## config.mk

```make
export PLATFORM = sky130hd
export DESIGN_NAME = button_debounce
export DESIGN_NICKNAME = d
export VERILOG_FILES = /design/src/rtl/button_debounce.sv
export SDC_FILE = /design/constraint.sdc
export NUM_CORES = 1
export LEC_CHECK = 0
export ABC_CLOCK_PERIOD_IN_PS = 7880
export CORE_MARGIN = 8
export CORE_UTILIZATION = 35
export DETAILED_ROUTE_END_ITERATION = 8
export HOLD_SLACK_MARGIN = 0.12
export PLACE_DENSITY = 0.5
export SLEW_MARGIN = 20
export SYNTH_ARGS = -nofsm -noshare
export SYNTH_HDL_FRONTEND = slang
export SYNTH_SLANG_ARGS = --single-unit
```

## constraint.sdc

```tcl
create_clock -name clk -period 7.88 [get_ports clk]
set_clock_uncertainty 0.2 [all_clocks]
set_input_delay 1.97 -clock clk [delete_from_list [all_inputs] [get_ports clk]]
set_output_delay 1.97 -clock clk [all_outputs]
set_load 0.01 [all_outputs]
```

## src/rtl/button_debounce.sv

```systemverilog
// Push-button conditioner: 2-FF synchroniser, stability-counting debounce FSM,
// registered level plus one-clock press/release pulses.
// Optional auto-repeat of press_pulse while held: define DEBOUNCE_REPEAT_EN.
module button_debounce #(
  parameter int unsigned DEBOUNCE_CYCLES = 1_000_000,
  parameter int unsigned CNT_WIDTH       = 20,
  parameter bit          ACTIVE_LOW      = 1'b0
`ifdef DEBOUNCE_REPEAT_EN
  ,
  parameter int unsigned REPEAT_DELAY    = 50_000_000,
  parameter int unsigned REPEAT_PERIOD   = 25_000_000,
  parameter int unsigned REP_WIDTH       = 26
`endif
) (
  input  logic clk,
  input  logic reset,
  input  logic btn_in,
  output logic btn_level,
  output logic press_pulse,
  output logic release_pulse
);

  typedef enum logic [1:0] {
    StReleased,
    StPressWait,
    StPressed,
    StReleaseWait
  } state_e;

  // Counter value seen on the DEBOUNCE_CYCLES-th consecutive stable sample.
  localparam logic [CNT_WIDTH-1:0] CntLast = CNT_WIDTH'(DEBOUNCE_CYCLES - 1);

  if (DEBOUNCE_CYCLES < 2 || 64'(DEBOUNCE_CYCLES) >= (64'd1 << CNT_WIDTH)) begin : g_bad_cnt
    $error("button_debounce: DEBOUNCE_CYCLES must be >= 2 and < 2**CNT_WIDTH");
  end

  logic [1:0]           sync_q;
  logic                 btn_sync;
  state_e               state_q, state_d;
  logic [CNT_WIDTH-1:0] cnt_q, cnt_d, cnt_inc;
  logic                 level_d, press_d, release_d;

`ifdef DEBOUNCE_REPEAT_EN
  localparam logic [REP_WIDTH-1:0] RepDelay  = REP_WIDTH'(REPEAT_DELAY);
  localparam logic [REP_WIDTH-1:0] RepPeriod = REP_WIDTH'(REPEAT_PERIOD);

  if (REPEAT_PERIOD < 2 || REPEAT_DELAY < 2 ||
      64'(REPEAT_DELAY) >= (64'd1 << REP_WIDTH) ||
      64'(REPEAT_PERIOD) >= (64'd1 << REP_WIDTH)) begin : g_bad_rep
    $error("button_debounce: repeat timing must be >= 2 and fit REP_WIDTH");
  end

  logic [REP_WIDTH-1:0] rep_q, rep_d, rep_inc;
  logic                 rep_first_q, rep_first_d;

  assign rep_inc = rep_q + 1'b1;
`endif

  assign btn_sync = sync_q[1];
  assign cnt_inc  = cnt_q + 1'b1;

  // Synchroniser on the polarity-normalised pin; idle value is "not pressed".
  always_ff @(posedge clk or posedge reset) begin
    if (reset) begin
      sync_q <= 2'b00;
    end else begin
      sync_q <= {sync_q[0], btn_in ^ ACTIVE_LOW};
    end
  end

  // Next-state, counter and pulse decode.
  always_comb begin
    state_d   = state_q;
    cnt_d     = cnt_q;
    press_d   = 1'b0;
    release_d = 1'b0;
`ifdef DEBOUNCE_REPEAT_EN
    // Repeat timing only survives while we stay in StPressed.
    rep_d       = '0;
    rep_first_d = 1'b1;
`endif
    unique case (state_q)
      StReleased: begin
        if (btn_sync) begin
          state_d = StPressWait;
          cnt_d   = '0;
        end
      end
      StPressWait: begin
        if (!btn_sync) begin
          state_d = StReleased;
          cnt_d   = '0;
        end else if (cnt_inc == CntLast) begin
          state_d = StPressed;
          cnt_d   = '0;
          press_d = 1'b1;
        end else begin
          cnt_d = cnt_inc;
        end
      end
      StPressed: begin
        if (!btn_sync) begin
          state_d = StReleaseWait;
          cnt_d   = '0;
        end else begin
`ifdef DEBOUNCE_REPEAT_EN
          if (rep_inc == (rep_first_q ? RepDelay : RepPeriod)) begin
            press_d     = 1'b1;
            rep_d       = '0;
            rep_first_d = 1'b0;
          end else begin
            rep_d       = rep_inc;
            rep_first_d = rep_first_q;
          end
`endif
        end
      end
      StReleaseWait: begin
        if (btn_sync) begin
          state_d = StPressed;
          cnt_d   = '0;
        end else if (cnt_inc == CntLast) begin
          state_d   = StReleased;
          cnt_d     = '0;
          release_d = 1'b1;
        end else begin
          cnt_d = cnt_inc;
        end
      end
      default: begin
        state_d = StReleased;
        cnt_d   = '0;
      end
    endcase
    level_d = (state_d == StPressed) || (state_d == StReleaseWait);
  end

  // State and registered outputs.
  always_ff @(posedge clk or posedge reset) begin
    if (reset) begin
      state_q       <= StReleased;
      cnt_q         <= '0;
      btn_level     <= 1'b0;
      press_pulse   <= 1'b0;
      release_pulse <= 1'b0;
    end else begin
      state_q       <= state_d;
      cnt_q         <= cnt_d;
      btn_level     <= level_d;
      press_pulse   <= press_d;
      release_pulse <= release_d;
    end
  end

`ifdef DEBOUNCE_REPEAT_EN
  // Auto-repeat timer, active only while held in StPressed.
  always_ff @(posedge clk or posedge reset) begin
    if (reset) begin
      rep_q       <= '0;
      rep_first_q <= 1'b1;
    end else begin
      rep_q       <= rep_d;
      rep_first_q <= rep_first_d;
    end
  end
`endif

endmodule

```

==> results.txt, run 1 <==
----------------------------------------------------
[Run status]
  Run status ... completed

[Min path]
  Hold path startpoint ... sync_q[0]
  Hold Path Cell Cnt ... 0
  Class of the tightest hold or removal check ... flop to flop
  End point of the most critical hold path ... sync_q[1]

[Power and ir drop]
  Total power consumption of the routed design ... between 0.2 and 0.25 mW
  Reported leakage power ... between 0.6 and 0.7 nW
  Power per unit of standard cell area ... between 100 and 150 nW/um^2
  Largest voltage drop on the vdd net ... slightly above 0.06 mV

[Synthesis]
  Synth area leaders ... sky130_fd_sc_hd__dfrtp_1 (41%), sky130_fd_sc_hd__o21ai_0 (5.4%), sky130_fd_sc_hd__nand2_1 (5.0%), sky130_fd_sc_hd__a31oi_1 (3.4%), sky130_fd_sc_hd__a2111oi_4 (3.3%)
  Netlist area before placement ... around 1700 um^2
  Leading register cell type out of synthesis ... sky130_fd_sc_hd__dfrtp_1
  Syn Nets ... about 190
  Largest area contributor in the synthesized netlist ... sky130_fd_sc_hd__dfrtp_1
  Sequential-to-total area share from yosys stat ... 0.407
  Average instance area after synthesis ... between 9 and 10 um^2
  Synth async-reset ratio ... 1.00
  Flops & latches, synth ... 27
  Yosys warning count ... 0
  Yosys top cell area share ... 0.407
  Synthesized netlist cell count ... approximately 180
  Number of library cell types mapped by synthesis ... 51
  Number of flops mapped to enable cells by yosys ... 0

[Global routing]
  Pin count of the biggest net entering global routing ... 28
  Initial antenna violation count ... 0
  Remaining global-route overflow ... 0
  Number of global-route vias before repair ... around 1,400
  First-pass GRT wire length ... just under 7000 um
  Aggregate global-route resource usage ... 0.115

[Clocking]
  Clock tree root driver cell ... sky130_fd_sc_hd__clkbuf_8
  Longest Clk Path Bufs ... 2
  Number of hold buffers added after cts ... 0
  Post-CTS resize count ... 0
  CTS buffer count ... 3
  Number of sinks driven by the clock tree ... 27
  Count of buffers added by post-CTS timing repair for setup ... 0
  Later-pin clock latency in the skew report ... about 0.28 ns
  Number of H-tree branching levels ... 1
  TritonCTS clock tree ... built
  Clock transition at the registers of the reported paths ... about 0.10 ns

[Floorplanning]
  Full die area ... 7200 um^2
  Die Span Y ... roughly 85 um
  Effective utilization at floorplan ... 0.356
  Io pins ... 6
  Floorplan die width ... 84.9 um
  Core area ... about 4700 um^2
  Number of rows in the core area ... 25

[Job]
  Max-cap violations ... 0

[Route]
  Iter 0 DRT Violations ... 125
  Number of nets with antenna violations after detailed routing ... 0
  DRC ... 0
  Via-per-instance ratio ... slightly below 6
  Via count ... ~1,400
  Routed wire length ... ~3900 um
  WL/cell ... roughly 16 um
  Total iterations of the first detailed-routing run ... 4

[Critical path]
  Critical Path RT ... between 7 and 8 ns
  R2R depth ... 8
  Worst Path Max Fanout ... 10
  Worst r2r dst ... cnt_q[3]
  CP Data Arrival Time ... between 3 and 4 ns
  Startpoint kind of the worst setup timing path ... flop
  Source of the worst register-to-register timing path ... cnt_q[0]
  Type of the setup path with the least slack ... flop to flop
  Worst reg-to-reg setup slack ... 4.48 ns
  Sort of element at the end of the critical path ... flop

[STA]
  Unrepaired setup endpoints after global routing ... false
  Setup TNS ... 0 ns
  Final hold slack ... 0.164 ns
  Measured slew at the worst slew-check pin ... between 0.7 and 0.8 ns
  Part of the cycle the worst path needs ... 0.432
  Maximum operating frequency ... 294 MHz
  Relative max-transition margin ... 0.472
  Number of endpoints failing setup at the final stage ... 0
  Crit path time final ... 3.40 ns
  Max-slew violation count ... 0
  Number of hold violations in the final report ... 0

[Cells and area]
  Number of diodes ... 0
  Number of nets at the end of the flow ... 190
  Fraction of layout cells with a size suffix above 1 ... 0.125
  Signed area change from the synthesized netlist to the final layout ... 8.14%
  Most common library cell in the layout ignoring fill and taps ... sky130_fd_sc_hd__dfrtp_1
  Commonest cells after routing, fill and taps aside ... sky130_fd_sc_hd__dfrtp_1 (27), sky130_fd_sc_hd__nand2_1 (22), sky130_fd_sc_hd__o21ai_0 (18)
  Sequential cell area ... a little under 700 um^2
  Fill cell count ... 475
  Multi-input gate area ... ~910 um^2

[Placement]
  Routability cong. ... ~0.79
  Placed wire-length estimate ... ~2600 um
  Buffers on Ports ... 5

----------------------------------------------------
per-layer routing:
metal,up-vias,wire (um),GRT usage
met5,-,0,0
met4,0,55,0.0469
met3,5,133,0.0222
met2,23,1820,0.191
met1,706,1880,0.142
li1,672,-,-
worst max-delay path, cell delays in order, from the launching register on:
cell                       delay (ns)
sky130_fd_sc_hd__dfrtp_1         0.48
sky130_fd_sc_hd__ha_1            0.25
sky130_fd_sc_hd__nand3_2         0.19
sky130_fd_sc_hd__nor4_1          0.65
sky130_fd_sc_hd__nor4b_1         0.42
sky130_fd_sc_hd__o21ai_2         0.12
sky130_fd_sc_hd__a2111o_1        0.62
sky130_fd_sc_hd__a31oi_1         0.25
sky130_fd_sc_hd__o22ai_1         0.11
cells in the mapped netlist, types with 2 or more instances:
cell type,instances
sky130_fd_sc_hd__dfrtp_1,27
sky130_fd_sc_hd__nand2_1,22
sky130_fd_sc_hd__o21ai_0,18
sky130_fd_sc_hd__inv_1,11
sky130_fd_sc_hd__a31oi_1,9
sky130_fd_sc_hd__nand3_1,8
sky130_fd_sc_hd__nor2_1,7
sky130_fd_sc_hd__nand4_1,4
sky130_fd_sc_hd__nor3_1,4
sky130_fd_sc_hd__o31ai_1,4
sky130_fd_sc_hd__or4_2,4
sky130_fd_sc_hd__a21oi_1,3
sky130_fd_sc_hd__and3_1,3
sky130_fd_sc_hd__clkbuf_1,3
sky130_fd_sc_hd__nand4_2,3
sky130_fd_sc_hd__nor3b_1,3
sky130_fd_sc_hd__or3_1,3
sky130_fd_sc_hd__xnor2_1,3
sky130_fd_sc_hd__a2111oi_4,2
sky130_fd_sc_hd__a32o_1,2
sky130_fd_sc_hd__buf_2,2
sky130_fd_sc_hd__ha_1,2
sky130_fd_sc_hd__mux2_1,2
sky130_fd_sc_hd__nand3_2,2
sky130_fd_sc_hd__nor2b_1,2
sky130_fd_sc_hd__nor4_1,2
sky130_fd_sc_hd__xor2_1,2
layout make-up:
cell class,count,share of cell area
multi-input cells,136,0.505
flip-flops and latches,27,0.376
well taps,54,0.0376
repair buffers,6,0.0321
clock buffers,3,0.0230
inverters,11,0.0230
clock inverters,1,0.00279
where the power goes:
group / total (mW) / switching, mW / internal (mW)
sequential: 0.143 / 0.00246 / 0.140
combinational: 0.0141 / 0.00983 / 0.00423
clock: 0.0828 / 0.0472 / 0.0356
worst max-delay path by stage:
stage                startpoint     endpoint  slack (ns)  cells past startpoint
floorplan              cnt_q[0]    btn_level        4.98                      8
global placement          reset    cnt_q[15]        4.44                      2
detailed placement        reset    cnt_q[15]        4.41                      2
CTS                 press_pulse  press_pulse        4.51                      1
global route           cnt_q[0]     cnt_q[3]        4.24                      8
finish                 cnt_q[0]     cnt_q[3]        4.48                      8
flip-flops by register name (all words and copies together) (netlist names):
register       flops
state_q            2
sync_q             2
btn_level          1
release_pulse      1
press_pulse        1
cnt_q             20
logic make-up after synthesis:
logic type | synth area share
AND/OR/NAND/NOR | 0.283
AO/OA/AOI/OAI | 0.208
flip-flops | 0.407
buffers and inverters | 0.0467
XOR/XNOR | 0.0264
multiplexers | 0.0136
adder cells (fa/ha/maj) | 0.0151
through the flow:
stage,setup slack (ns),util,cell area [um^2],cells
floorplan,4.98,-,1660,181
global placement,4.44,0.375,1750,234
detailed placement,4.41,0.375,1750,234
CTS,4.51,0.385,1800,238
global route,4.24,0.385,1800,238
finish,4.48,0.385,1800,238
(Power assumes the default switching activity.)
==> run 2: changes to the inputs <==
--- a/config.mk
+++ b/config.mk
@@ -5,12 +5,12 @@
 export SDC_FILE = /design/constraint.sdc
 export NUM_CORES = 1
 export LEC_CHECK = 0
-export ABC_CLOCK_PERIOD_IN_PS = 7880
+export ABC_CLOCK_PERIOD_IN_PS = 3000
 export CORE_MARGIN = 8
 export CORE_UTILIZATION = 35
 export DETAILED_ROUTE_END_ITERATION = 8
 export HOLD_SLACK_MARGIN = 0.12
-export PLACE_DENSITY = 0.5
+export PLACE_DENSITY = 0.51
 export SLEW_MARGIN = 20
 export SYNTH_ARGS = -nofsm -noshare
 export SYNTH_HDL_FRONTEND = slang
==> constraint.sdc (replaced) <==
create_clock -name clk -period 3 [get_ports clk]
set_clock_uncertainty 0.2 [all_clocks]
set_input_delay 0.75 -clock clk [delete_from_list [all_inputs] [get_ports clk]]
set_output_delay 0.75 -clock clk [all_outputs]
set_load 0.01 [all_outputs]
==> results.txt, run 2 (synthesis results as in run 1) <==
----------------------------------------------------
[Clocking]
  Clock tree root driver cell ... sky130_fd_sc_hd__clkbuf_8 (unchanged)
  Clock transition at the registers of the reported paths ... 0.11 ns (was 0.10 ns)
  Number of sinks driven by the clock tree ... 27 (unchanged)
  Longest Clk Path Bufs ... 2 (unchanged)
  Number of H-tree branching levels ... 1 (unchanged)
  CTS buffer count ... 3 (unchanged)
  Later-pin clock latency in the skew report ... 0.29 ns (was 0.28 ns)
  Number of hold buffers added after cts ... 0 (unchanged)
  TritonCTS clock tree ... built (unchanged)

[Floorplanning]
  Full die area ... 7200 um^2 (unchanged)
  Floorplan die width ... 84.9 um (unchanged)
  Io pins ... 6 (unchanged)
  Number of rows in the core area ... 25 (unchanged)
  Effective utilization at floorplan ... 0.356 (unchanged)
  Core area ... 4660 um^2 (unchanged)
  Die Span Y ... 84.9 um (unchanged)

[Route]
  Total iterations of the first detailed-routing run ... 4 (unchanged)
  Iter 0 DRT Violations ... 104 (was 125)
  DRC ... 0 (unchanged)
  Number of nets with antenna violations after detailed routing ... 0 (unchanged)
  Via-per-instance ratio ... 5.75 (was 5.91)
  Via count ... 1,496 (was 1,406)
  WL/cell ... 16.4 um (was 16.3 um)
  Routed wire length ... 4250 um (was 3890 um)

[Cells and area]
  Signed area change from the synthesized netlist to the final layout ... 20.7% (was 8.14%)
  Util after Layout ... 0.430 (was 0.385)
  Registers with the highest flip-flop counts ... cnt_q (20), state_q (2), sync_q (2) (unchanged)
  Fraction of layout cells with a size suffix above 1 ... 0.252 (was 0.125)
  Fill cell count ... 462 (was 475)
  Number of nets at the end of the flow ... 212 (was 190)
  Largest register by flop count ... cnt_q (unchanged)
  Multi-input gate area ... 951 um^2 (was 907 um^2)
  Commonest cells after routing, fill and taps aside ... sky130_fd_sc_hd__dfrtp_1 (23), sky130_fd_sc_hd__nand2_1 (22), sky130_fd_sc_hd__buf_4 (22) (was sky130_fd_sc_hd__dfrtp_1 (27), sky130_fd_sc_hd__nand2_1 (22), sky130_fd_sc_hd__o21ai_0 (18))
  Most common library cell in the layout ignoring fill and taps ... sky130_fd_sc_hd__dfrtp_1 (unchanged)
  Sequential cell area ... 681 um^2 (was 676 um^2)
  Final instance area ... 2000 um^2 (was 1800 um^2)
  Flip-flop count of the largest register after layout ... 20 (unchanged)
  Number of cells in the finished layout apart from fillers ... 260 (was 238)
  Number of diodes ... 0 (unchanged)

[STA]
  Unrepaired setup endpoints after global routing ... true (was false)
  Relative max-transition margin ... 0.529 (was 0.472)
  Maximum operating frequency ... 345 MHz (was 294 MHz)
  Final hold slack ... 0.175 ns (was 0.164 ns)
  Number of hold violations in the final report ... 0 (unchanged)
  Crit path time final ... 2.90 ns (was 3.40 ns)
  Setup TNS ... 0 ns (unchanged)
  Measured slew at the worst slew-check pin ... 0.706 ns (was 0.785 ns)
  Part of the cycle the worst path needs ... 0.967 (was 0.432)
  Max-slew violation count ... 0 (unchanged)
  Number of endpoints failing setup at the final stage ... 0 (unchanged)

[Power and ir drop]
  Power per unit of standard cell area ... 322 nW/um^2 (was 133 nW/um^2)
  Largest voltage drop on the vdd net ... 0.228 mV (was 0.0620 mV)
  Reported leakage power ... 0.807 nW (was 0.698 nW)

[Global routing]
  Remaining global-route overflow ... 0 (unchanged)
  Pin count of the biggest net entering global routing ... 28 (unchanged)
  First-pass GRT wire length ... 7230 um (was 6760 um)
  Number of global-route vias before repair ... 1,494 (was 1,391)
  Initial antenna violation count ... 0 (unchanged)
  Aggregate global-route resource usage ... 0.124 (was 0.115)

[Critical path]
  Type of the setup path with the least slack ... flop to flop (unchanged)
  R2R depth ... 9 (was 8)
  Critical Path RT ... 3.02 ns (was 7.85 ns)
  Sort of element at the end of the critical path ... flop (unchanged)
  Worst reg-to-reg setup slack ... 0.1 ns (was 4.48 ns)
  Kind of cell with the highest combined delay on the critical path ... simple AND/OR/NAND/NOR gates (unchanged)
  Master of the slowest instance on the critical path ... sky130_fd_sc_hd__or4_2 (was sky130_fd_sc_hd__nor4_1)
  Cell with the most instances on the worst path ... sky130_fd_sc_hd__or4_2
  CP Data Arrival Time ... 2.92 ns (was 3.37 ns)
  Startpoint kind of the worst setup timing path ... flop (unchanged)
  Delay of the slowest cell on the worst path ... 0.61 ns (was 0.65 ns)
  Worst Path Max Fanout ... 5 (was 10)
  Source of the worst register-to-register timing path ... cnt_q[1] (was cnt_q[0])
  Worst r2r dst ... cnt_q[18] (was cnt_q[3])
  Number of buffers and inverters on the critical path ... 1 (was 0)
  Critical Path, Cell by Cell ... ha_1, nand3_2, buf_4, or4_2, a32o_1, nand4_2, a2111oi_4, or4_2, o21ai_0 (was ha_1, nand3_2, nor4_1, nor4b_1, o21ai_2, a2111o_1, a31oi_1, o22ai_1)

[Min path]
  End point of the most critical hold path ... sync_q[1] (unchanged)
  Hold path startpoint ... sync_q[0] (unchanged)
  Class of the tightest hold or removal check ... flop to flop (unchanged)
  Hold Path Cell Cnt ... 0 (unchanged)

[Placement]
  Buffers on Ports ... 5 (unchanged)
  Post-detailed-placement cell area ... 1890 um^2 (was 1750 um^2)
  Number of placed instances with taps included ... 253 (was 234)
  Routability cong. ... 0.811 (was 0.790)
  Placed wire-length estimate ... 2960 um (was 2630 um)

[Run status]
  Run status ... completed (unchanged)

[Job]
  Max-cap violations ... 0 (unchanged)

----------------------------------------------------
run 2: cell count changes in the layout (fill, tap and decap cells not counted), moves of 2 or more:
cell	change
sky130_fd_sc_hd__xnor2_2	+2
sky130_fd_sc_hd__dfrtp_1	-4
sky130_fd_sc_hd__dfrtp_2	+4
sky130_fd_sc_hd__buf_4	+21
sky130_fd_sc_hd__xnor2_1	-2
run 2: per-layer routing:
metal  vias up  global-route usage  wire, um
li1        723                   -         -
met3         6              0.0261       172
met5         -                   0         0
met4         0              0.0663        89
met2        35               0.191      2010
met1       732               0.158      1980
run 2: repair_timing:
item | in CTS | in global routing
setup buffers | 0 | 2
resized for setup | 0 | 9
endpoints found under the setup margin | 12 | 17
pin swaps | 2 | 1
cloned | 0 | 1
hold endpoints to repair | 0 | 0
run 2: metrics by stage:
step                setup slack (ns)  power [mW]
detailed placement           -0.0571       0.425
global placement             -0.0436       0.425
floorplan                      0.101       0.405
CTS                           0.0134       0.650
global route                 -0.0196       0.674
finish                        0.0994       0.644
run 2: how the worst max path moves through the flow:
stage	from	end	slack, ns	cells past startpoint
floorplan	cnt_q[0]	btn_level	0.10	8
global placement	cnt_q[1]	cnt_q[18]	-0.04	8
CTS	cnt_q[1]	cnt_q[3]	0.01	8
global route	cnt_q[0]	btn_level	-0.02	9
detailed placement	cnt_q[1]	btn_level	-0.06	8
finish	cnt_q[1]	cnt_q[18]	0.1	9
run 2: cell type report:
class                           instances  share of cell area
Sequential cell                        27               0.340
Clock inverter                          1             0.00375
Clock buffer                            3              0.0206
Multi-Input combinational cell        137               0.474
Tap cell                               54              0.0337
Timing Repair Buffer                   27               0.107
Inverter                               11              0.0206
run 2: power breakdown:
part	leakage [nW]	total, mW	switching [mW]	internal (mW)
sequential	0.362	0.373	0.00492	0.368
clock	0.0217	0.225	0.130	0.0948
combinational	0.423	0.0467	0.0297	0.0170
total	0.807	0.644	0.164	0.480
==> run 3: changes to the inputs <==
--- a/config.mk
+++ b/config.mk
@@ -8,6 +8,7 @@
 export ABC_CLOCK_PERIOD_IN_PS = 3000
 export CORE_MARGIN = 8
 export CORE_UTILIZATION = 35
+export CTS_CLUSTER_DIAMETER = 150
 export DETAILED_ROUTE_END_ITERATION = 8
 export HOLD_SLACK_MARGIN = 0.12
 export PLACE_DENSITY = 0.51
==> results of run 3 <==
The final DEF is identical to that of run 2; final timing and power are the same.
